File: config.mk
export PLATFORM = sky130hd
export DESIGN_NAME = rf_wb_arbiter_flat
export DESIGN_NICKNAME = d
export VERILOG_FILES = /design/src/rtl/rf_wb_arbiter_pkg.sv /design/src/rtl/rf_wb_arbiter_if.sv /design/src/rtl/rf_wb_arbiter_wb_fifo.sv /design/src/rtl/rf_wb_arbiter.sv /design/src/flat_wrapper.sv
export SDC_FILE = /design/constraint.sdc
export NUM_CORES = 1
export LEC_CHECK = 0
export BUFFER_PORTS_ARGS = -buffer_cell sky130_fd_sc_hd__buf_2
export CORE_MARGIN = 3
export CORE_UTILIZATION = 61
export DETAILED_ROUTE_END_ITERATION = 6
export GPL_TIMING_DRIVEN = 0
export PLACE_DENSITY = 0.87
export SETUP_SLACK_MARGIN = 0.3
export SLEW_MARGIN = 15
export SYNTH_ARGS = -nofsm -noshare
export SYNTH_HDL_FRONTEND = slang
export SYNTH_SLANG_ARGS = --single-unit
File: constraint.sdc
create_clock -name clock -period 5.4 [get_ports clock]
set_input_delay 0.81 -clock clock [delete_from_list [all_inputs] [get_ports clock]]
set_output_delay 0.81 -clock clock [all_outputs]
set_load 0.005 [all_outputs]
File: src/rtl/rf_wb_arbiter_pkg.sv
// Shared types and widths for the register-file writeback arbiter.
// Declares the writeback request struct and the hazard address-match helper.
package rf_wb_arbiter_pkg;

  localparam int unsigned RegAddrW = 5;
  localparam int unsigned DataW    = 64;

  typedef struct packed {
    logic [RegAddrW-1:0] waddr;
    logic [DataW-1:0]    wdata;
  } wb_req_t;

  // A pending write to x0 never creates a hazard.
  function automatic logic addr_hit(input logic [RegAddrW-1:0] raddr,
                                    input logic                vld,
                                    input logic [RegAddrW-1:0] waddr);
    return vld && (raddr != '0) && (raddr == waddr);
  endfunction

endpackage

File: src/rtl/rf_wb_arbiter_if.sv
// Bundles the writeback sources, the register file write port and the decode hazard check.
// The master drives requests and read addresses; the slave is the arbiter.
interface rf_wb_arbiter_if;
  import rf_wb_arbiter_pkg::*;

  logic                a_valid;
  logic                a_ready;
  logic [RegAddrW-1:0] a_waddr;
  logic [DataW-1:0]    a_wdata;

  logic                b_valid;
  logic                b_ready;
  logic [RegAddrW-1:0] b_waddr;
  logic [DataW-1:0]    b_wdata;

  logic                rf_wen;
  logic [RegAddrW-1:0] rf_waddr;
  logic [DataW-1:0]    rf_wdata;

  logic [RegAddrW-1:0] chk_raddr1;
  logic [RegAddrW-1:0] chk_raddr2;
  logic                hazard1;
  logic                hazard2;
  logic                b_pending;

  modport master (
    output a_valid, a_waddr, a_wdata,
    output b_valid, b_waddr, b_wdata,
    output chk_raddr1, chk_raddr2,
    input  a_ready, b_ready,
    input  rf_wen, rf_waddr, rf_wdata,
    input  hazard1, hazard2, b_pending
  );

  modport slave (
    input  a_valid, a_waddr, a_wdata,
    input  b_valid, b_waddr, b_wdata,
    input  chk_raddr1, chk_raddr2,
    output a_ready, b_ready,
    output rf_wen, rf_waddr, rf_wdata,
    output hazard1, hazard2, b_pending
  );

endinterface

File: src/rtl/rf_wb_arbiter_wb_fifo.sv
// Source-B writeback FIFO with wrap-bit pointers.
// Exposes per-entry valid and destination address so the hazard check can scan it.
module rf_wb_arbiter_wb_fifo
  import rf_wb_arbiter_pkg::*;
#(
  parameter int unsigned DEPTH = 4
) (
  input  logic                               clock,
  input  logic                               reset_n,
  input  logic                               i_push,
  input  wb_req_t                            i_push_data,
  input  logic                               i_pop,
  output wb_req_t                            o_head,
  output logic                               o_full,
  output logic                               o_empty,
  output logic [DEPTH-1:0]                   o_ent_valid,
  output logic [DEPTH-1:0][RegAddrW-1:0]     o_ent_waddr
);

  localparam int unsigned PtrW = $clog2(DEPTH);

  wb_req_t         r_mem [DEPTH];
  logic [PtrW:0]   r_wptr;
  logic [PtrW:0]   r_rptr;
  logic [PtrW:0]   w_count;

  always_ff @(posedge clock) begin
    if (!reset_n) begin
      r_wptr <= '0;
      r_rptr <= '0;
    end else begin
      if (i_push) r_wptr <= r_wptr + (PtrW+1)'(1);
      if (i_pop)  r_rptr <= r_rptr + (PtrW+1)'(1);
    end
  end

  // Storage needs no reset: only entries between the pointers are ever observed.
  always_ff @(posedge clock) begin
    if (i_push) r_mem[r_wptr[PtrW-1:0]] <= i_push_data;
  end

  assign w_count = r_wptr - r_rptr;
  assign o_head  = r_mem[r_rptr[PtrW-1:0]];
  assign o_empty = (r_wptr == r_rptr);
  assign o_full  = (r_wptr[PtrW] != r_rptr[PtrW]) &&
                   (r_wptr[PtrW-1:0] == r_rptr[PtrW-1:0]);

  // Slot i is live when its distance from the read pointer is below the occupancy.
  always_comb begin
    o_ent_valid = '0;
    o_ent_waddr = '0;
    for (int i = 0; i < DEPTH; i++) begin
      o_ent_valid[i] = ({1'b0, PtrW'(i) - r_rptr[PtrW-1:0]} < w_count);
      o_ent_waddr[i] = r_mem[i].waddr;
    end
  end

endmodule

File: src/rtl/rf_wb_arbiter.sv
// Arbitrates the single register-file write port between pipeline (A) and buffered
// multi-cycle (B) writeback, with anti-starvation, a registered write stage and RAW hazard flags.
module rf_wb_arbiter
  import rf_wb_arbiter_pkg::*;
#(
  parameter int unsigned DEPTH      = 4,
  parameter int unsigned STARVE_MAX = 8
) (
  input  logic             clock,
  input  logic             reset_n,
  rf_wb_arbiter_if.slave   bus
);

  localparam int unsigned    StW       = $clog2(STARVE_MAX + 1);
  localparam logic [StW-1:0] StarveLim = StW'(STARVE_MAX);

  logic                           w_full;
  logic                           w_empty;
  logic                           w_push;
  logic                           w_pop;
  logic                           w_force;
  logic                           w_a_win;
  logic                           w_grant;
  logic                           w_issue;
  wb_req_t                        w_head;
  wb_req_t                        w_push_data;
  wb_req_t                        w_win;
  logic [DEPTH-1:0]               w_ent_valid;
  logic [DEPTH-1:0][RegAddrW-1:0] w_ent_waddr;
  logic                           w_hit1;
  logic                           w_hit2;

  logic [StW-1:0]                 r_starve;
  logic                           r_out_valid;
  logic [RegAddrW-1:0]            r_out_waddr;
  logic [DataW-1:0]               r_out_wdata;

  assign w_push_data = {bus.b_waddr, bus.b_wdata};
  assign w_push      = bus.b_valid && !w_full;

  rf_wb_arbiter_wb_fifo #(
    .DEPTH (DEPTH)
  ) u_wb_fifo (
    .clock       (clock),
    .reset_n     (reset_n),
    .i_push      (w_push),
    .i_push_data (w_push_data),
    .i_pop       (w_pop),
    .o_head      (w_head),
    .o_full      (w_full),
    .o_empty     (w_empty),
    .o_ent_valid (w_ent_valid),
    .o_ent_waddr (w_ent_waddr)
  );

  // Fixed priority to A unless B has waited STARVE_MAX cycles behind it.
  assign w_force = (r_starve == StarveLim) && !w_empty;
  assign w_a_win = bus.a_valid && !w_force;
  assign w_pop   = !w_empty && !w_a_win;
  assign w_grant = w_a_win || w_pop;
  assign w_win   = w_a_win ? {bus.a_waddr, bus.a_wdata} : w_head;
  assign w_issue = w_grant && (w_win.waddr != '0);

  assign bus.a_ready   = !w_force;
  assign bus.b_ready   = !w_full;
  assign bus.b_pending = !w_empty;

  always_ff @(posedge clock) begin
    if (!reset_n) begin
      r_starve <= '0;
    end else if (w_empty || w_pop) begin
      r_starve <= '0;
    end else if (w_a_win && (r_starve != StarveLim)) begin
      r_starve <= r_starve + StW'(1);
    end
  end

  // Address/data hold their last issued value while the write enable is low.
  always_ff @(posedge clock) begin
    if (!reset_n) begin
      r_out_valid <= 1'b0;
      r_out_waddr <= '0;
      r_out_wdata <= '0;
    end else begin
      r_out_valid <= w_issue;
      if (w_issue) begin
        r_out_waddr <= w_win.waddr;
        r_out_wdata <= w_win.wdata;
      end
    end
  end

  assign bus.rf_wen   = r_out_valid;
  assign bus.rf_waddr = r_out_waddr;
  assign bus.rf_wdata = r_out_wdata;

  always_comb begin
    w_hit1 = addr_hit(bus.chk_raddr1, r_out_valid, r_out_waddr);
    w_hit2 = addr_hit(bus.chk_raddr2, r_out_valid, r_out_waddr);
    for (int i = 0; i < DEPTH; i++) begin
      w_hit1 = w_hit1 | addr_hit(bus.chk_raddr1, w_ent_valid[i], w_ent_waddr[i]);
      w_hit2 = w_hit2 | addr_hit(bus.chk_raddr2, w_ent_valid[i], w_ent_waddr[i]);
    end
  end

  assign bus.hazard1 = w_hit1;
  assign bus.hazard2 = w_hit2;

endmodule

File: src/flat_wrapper.sv
// flat-port wrapper written by rule: the top's interface ports become plain ports
module rf_wb_arbiter_flat import rf_wb_arbiter_pkg::*;
#(
  parameter int unsigned DEPTH      = 4,
  parameter int unsigned STARVE_MAX = 8
)
  (clock, reset_n, bus_a_valid, bus_a_waddr, bus_a_wdata, bus_b_valid, bus_b_waddr, bus_b_wdata, bus_chk_raddr1, bus_chk_raddr2, bus_a_ready, bus_b_ready, bus_rf_wen, bus_rf_waddr, bus_rf_wdata, bus_hazard1, bus_hazard2, bus_b_pending);
  rf_wb_arbiter_if bus_i ();
  input  logic clock;
  input  logic reset_n;
  input wire logic [$bits(bus_i.a_valid)-1:0] bus_a_valid;
  input wire logic [$bits(bus_i.a_waddr)-1:0] bus_a_waddr;
  input wire logic [$bits(bus_i.a_wdata)-1:0] bus_a_wdata;
  input wire logic [$bits(bus_i.b_valid)-1:0] bus_b_valid;
  input wire logic [$bits(bus_i.b_waddr)-1:0] bus_b_waddr;
  input wire logic [$bits(bus_i.b_wdata)-1:0] bus_b_wdata;
  input wire logic [$bits(bus_i.chk_raddr1)-1:0] bus_chk_raddr1;
  input wire logic [$bits(bus_i.chk_raddr2)-1:0] bus_chk_raddr2;
  output wire logic [$bits(bus_i.a_ready)-1:0] bus_a_ready;
  output wire logic [$bits(bus_i.b_ready)-1:0] bus_b_ready;
  output wire logic [$bits(bus_i.rf_wen)-1:0] bus_rf_wen;
  output wire logic [$bits(bus_i.rf_waddr)-1:0] bus_rf_waddr;
  output wire logic [$bits(bus_i.rf_wdata)-1:0] bus_rf_wdata;
  output wire logic [$bits(bus_i.hazard1)-1:0] bus_hazard1;
  output wire logic [$bits(bus_i.hazard2)-1:0] bus_hazard2;
  output wire logic [$bits(bus_i.b_pending)-1:0] bus_b_pending;
  assign bus_i.a_valid = bus_a_valid;
  assign bus_i.a_waddr = bus_a_waddr;
  assign bus_i.a_wdata = bus_a_wdata;
  assign bus_i.b_valid = bus_b_valid;
  assign bus_i.b_waddr = bus_b_waddr;
  assign bus_i.b_wdata = bus_b_wdata;
  assign bus_i.chk_raddr1 = bus_chk_raddr1;
  assign bus_i.chk_raddr2 = bus_chk_raddr2;
  assign bus_a_ready = bus_i.a_ready;
  assign bus_b_ready = bus_i.b_ready;
  assign bus_rf_wen = bus_i.rf_wen;
  assign bus_rf_waddr = bus_i.rf_waddr;
  assign bus_rf_wdata = bus_i.rf_wdata;
  assign bus_hazard1 = bus_i.hazard1;
  assign bus_hazard2 = bus_i.hazard2;
  assign bus_b_pending = bus_i.b_pending;
  rf_wb_arbiter #(.DEPTH(DEPTH), .STARVE_MAX(STARVE_MAX)) u_core (.clock(clock), .reset_n(reset_n), .bus(bus_i));
endmodule
==> impl_metrics.sql <==
INSERT INTO impl_metrics (metric_group, metric, value, unit) VALUES
('detailed_routing', 'vias', '8939', ''),
('detailed_routing', 'post_dr_vias_cell', '5.77', ''),
('global_routing', 'initial_antenna_violation_count', '7', ''),
('global_routing', 'grt_pass1_wl', '51.9', 'mm'),
('power', 'power.ir.vdd_worst', '0.271', 'mV'),
('final_layout', 'final_net_count', '1361', ''),
('floorplanning', 'die_w', '163', 'um'),
('logic_synthesis', 'synthesis.yosys.warnings', '0', ''),
('clock_tree', 'tritoncts_clock_tree', 'built', ''),
('logic_synthesis', 'post_synth_instance_area', '0.0151', 'mm2'),
('outcome', 'status', 'finished clean', ''),
('setup_path', 'worstPathBufferInverterCount', '4', ''),
('logic_synthesis', 'synth_async_sr_flop_share', '0', '%'),
('timing', 'report.final.setup_viol', '0', ''),
('power', 'p_sw', '0.00189', 'W'),
('final_layout', 'final_instance_area', '0.0179', 'mm2'),
('placement', 'placed_cells', '1478', ''),
('placement', 'port-buffer-count', '215', ''),
('clock_tree', 'ctsHtreeMaxLevel', '2', ''),
('setup_path', 'cpMaxStageDelayCell', 'fa_1', ''),
('power', 'power.sequential.fraction', '45.6', '%'),
('logic_synthesis', 'dominantRegCellSynth', 'edfxtp_1', ''),
('logic_synthesis', 'synth_enable_flop_cells', '276', ''),
('logic_synthesis', 'syn_avg_cell_area', '16.2', 'um2'),
('global_routing', 'total_grt_overflow', '0', ''),
('logic_synthesis', 'post_synth_inst_count', '935', ''),
('final_layout', 'layout_commonest_cell', 'edfxtp_1', ''),
('global_routing', 'grt_pass1_vias', '9466', ''),
('floorplanning', 'floorplan.initialDensity', '62.2', '%'),
('placement', 'placed_cell_areas', '0.0167', 'mm2'),
('floorplanning', 'num_rows', '57', ''),
('timing', 'report.final.hold_viol_count', '0', ''),
('setup_path', 'critical-path-top-cell-by-count', 'inv_1', ''),
('setup_path', 'slowest_delay', '0.53', 'ns'),
('setup_path', 'cp-end-kind', 'output pin', ''),
('floorplanning', 'die-area', '0.0267', 'mm2'),
('power', 'comb_pwr_share', '20.7', '%'),
('run', 'drv_cap', '0', ''),
('clock_tree', 'clk_pin_slew_worst_paths', '0.06', 'ns'),
('timing', 'finalWorstPathRequiredPeriod', '4.10', 'ns'),
('clock_tree', 'clock_tree_root_driver_cell', 'clkbuf_16', ''),
('worst_hold_path', 'worst_hold_path_type', 'flip-flop to flip-flop', ''),
('timing', 'timing_worst_slew_pin_value', '0.769', 'ns'),
('setup_path', 'cp_top_family', 'adder cells', ''),
('detailed_routing', 'first_iter_violations', '650', ''),
('clock_tree', 'worstSkewPairLatency', '0.52', 'ns'),
('timing', 'slew-limit-headroom', '48.7', '%'),
('global_routing', 'global_route.usage.total', '25.4', '%'),
('power', 'p_int', '0.00539', 'W'),
('clock_tree', 'holdBufCountCts', '0', ''),
('logic_synthesis', 'postSynthNetCount', '1103', ''),
('global_routing', 'grt_max_degree', '39', ''),
('detailed_routing', 'drc', '0', ''),
('logic_synthesis', 'flop_and_latch_count_out_of_synthesis', '358', ''),
('setup_path', 'worstSetupPathType', 'flip-flop to output pin', ''),
('setup_path', 'worst-endpoint-required', '4.59', 'ns'),
('detailed_routing', 'route.antenna.remaining_nets', '0', ''),
('placement', 'gpl.final_weighted_congestion', '0.889', ''),
('clock_tree', 'clk_path_buf_depth', '3', ''),
('detailed_routing', 'drt_pass1_iterations', '5', ''),
('final_layout', 'layout_utilization', '73.6', '%'),
('final_layout', 'drive_gt1_share', '36.2', '%'),
('clock_tree', 'cts_resized', '0', ''),
('power', 'p_leak', '6.53', 'nW'),
('floorplanning', 'io_pins', '227', ''),
('logic_synthesis', 'synth.yosys.seq_area_share', '65.6', '%'),
('timing', 'slew_viol_final', '0', ''),
('detailed_routing', 'avgRoutedWirePerCell', '21.8', 'um'),
('setup_path', 'arrival', '3.29', 'ns'),
('timing', 'final_critical_path_share_of_the_clock_period', '75.9', '%'),
('final_layout', 'layout.cells.non_filler', '1549', '');
## synth_stat cells, types with 4 or more instances
cell type / number / area (um2)
buf_12: 4 / 80.1
xnor2_1: 26 / 228
nand2_1: 133 / 499
nor3_1: 8 / 40.0
nand4_1: 10 / 62.6
a21oi_1: 6 / 30.0
inv_1: 12 / 45.0
mux4_2: 69 / 1550
dfxtp_1: 82 / 1640
o21ai_0: 4 / 20.0
ha_1: 15 / 188
nor2_1: 14 / 52.6
edfxtp_1: 276 / 8290
clkbuf_1: 33 / 124
nand3_1: 9 / 45.0
and2_1: 11 / 68.8
nor2b_1: 5 / 31.3
xor2_1: 32 / 280
mux2i_1: 69 / 691
mux2_2: 67 / 754
buf_2: 14 / 70.1
## worst reg2reg max path, delay by kind of cell, from the launching register on
family,cells,cell delay (ns)
buf+inv,3,1.49
mux,3,0.78
flops,1,0.30
simple gates,1,0.09
## path summary, 6_finish.rpt
check	from	endpoint	slack (ns)	cells past startpoint
worst max register to register	flip-flop	u_core.bus.rf_wdata[15]$_SDFFE_PN0P_	2.63	7
worst max-delay path	u_core.u_wb_fifo.r_wptr[0]$_SDFFE_PN0P_	bus_hazard2	1.30	12
worst min-delay path	u_core.bus.rf_wdata[33]$_SDFFE_PN0P_	u_core.bus.rf_wdata[33]$_SDFFE_PN0P_	0.45	2
worst min register to register	u_core.bus.rf_wdata[33]$_SDFFE_PN0P_	u_core.bus.rf_wdata[33]$_SDFFE_PN0P_	0.45	2
## cell type report
type | instances | area (um2)
buffer | 59 | 349
multi-input combinational | 506 | 4820
tap | 324 | 405
clock inverter | 18 | 171
antenna | 3 | 7.51
timing repair buffer | 219 | 1160
inverter | 12 | 45.0
fill | 1527 | 6430
clock buffer | 50 | 1000
sequential | 358 | 9930
## cells by family (layout without fill, tap and decap cells)
family / after synthesis / after routing / synth area share [%]
DFF: 358 / 358 / 65.6
muxes: 205 / 205 / 19.8
and+or+nand+nor: 203 / 203 / 5.89
buffers and inverters: 71 / 358 / 2.60
xor gates and xnor gates: 59 / 59 / 3.51
AOI/OAI and AO/OA: 23 / 23 / 1.17
adders and majority gates: 16 / 16 / 1.37
other: 0 / 3 / 0
## stage by stage
stage                     hold slack (ns)  setup slack (ns)
after floorplan                     0.430              2.18
after global placement              0.440             0.792
after global routing                0.480              1.13
after CTS                           0.457              1.33
final                               0.454              1.30
after detailed placement            0.448              1.89
## state kept, by name, indices dropped and copies added (netlist names), named ones only
signal and flops:
u_core.bus.rf_waddr 5, u_core.bus.rf_wdata 64, u_core.bus.rf_wen 1, u_core.r_starve 4, u_core.u_wb_fifo.r_mem 276, u_core.u_wb_fifo.r_rptr 3, u_core.u_wb_fifo.r_wptr 3
## routing by layer
| layer | share of wire, % | track usage, % | up-vias |
|---|---|---|---|
| met5 | 0.17 | 0 | - |
| met4 | 2.8 | 8.54 | 8 |
| li1 | - | - | 4043 |
| met3 | 6.9 | 4.72 | 77 |
| met2 | 51 | 43.4 | 373 |
| met1 | 39 | 33.3 | 4438 |
## power groups by stage
stage | Combinational [W] | Clock [W] | Sequential (W)
floorplan | 0.00102 | 0 | 0.00337
global placement | 0.00146 | 0 | 0.00337
detailed placement | 0.00151 | 0 | 0.00338
CTS | 0.00153 | 0.00248 | 0.00332
global route | 0.00164 | 0.00259 | 0.00335
finish | 0.00151 | 0.00245 | 0.00332
Power figures use the tool's default switching activity.
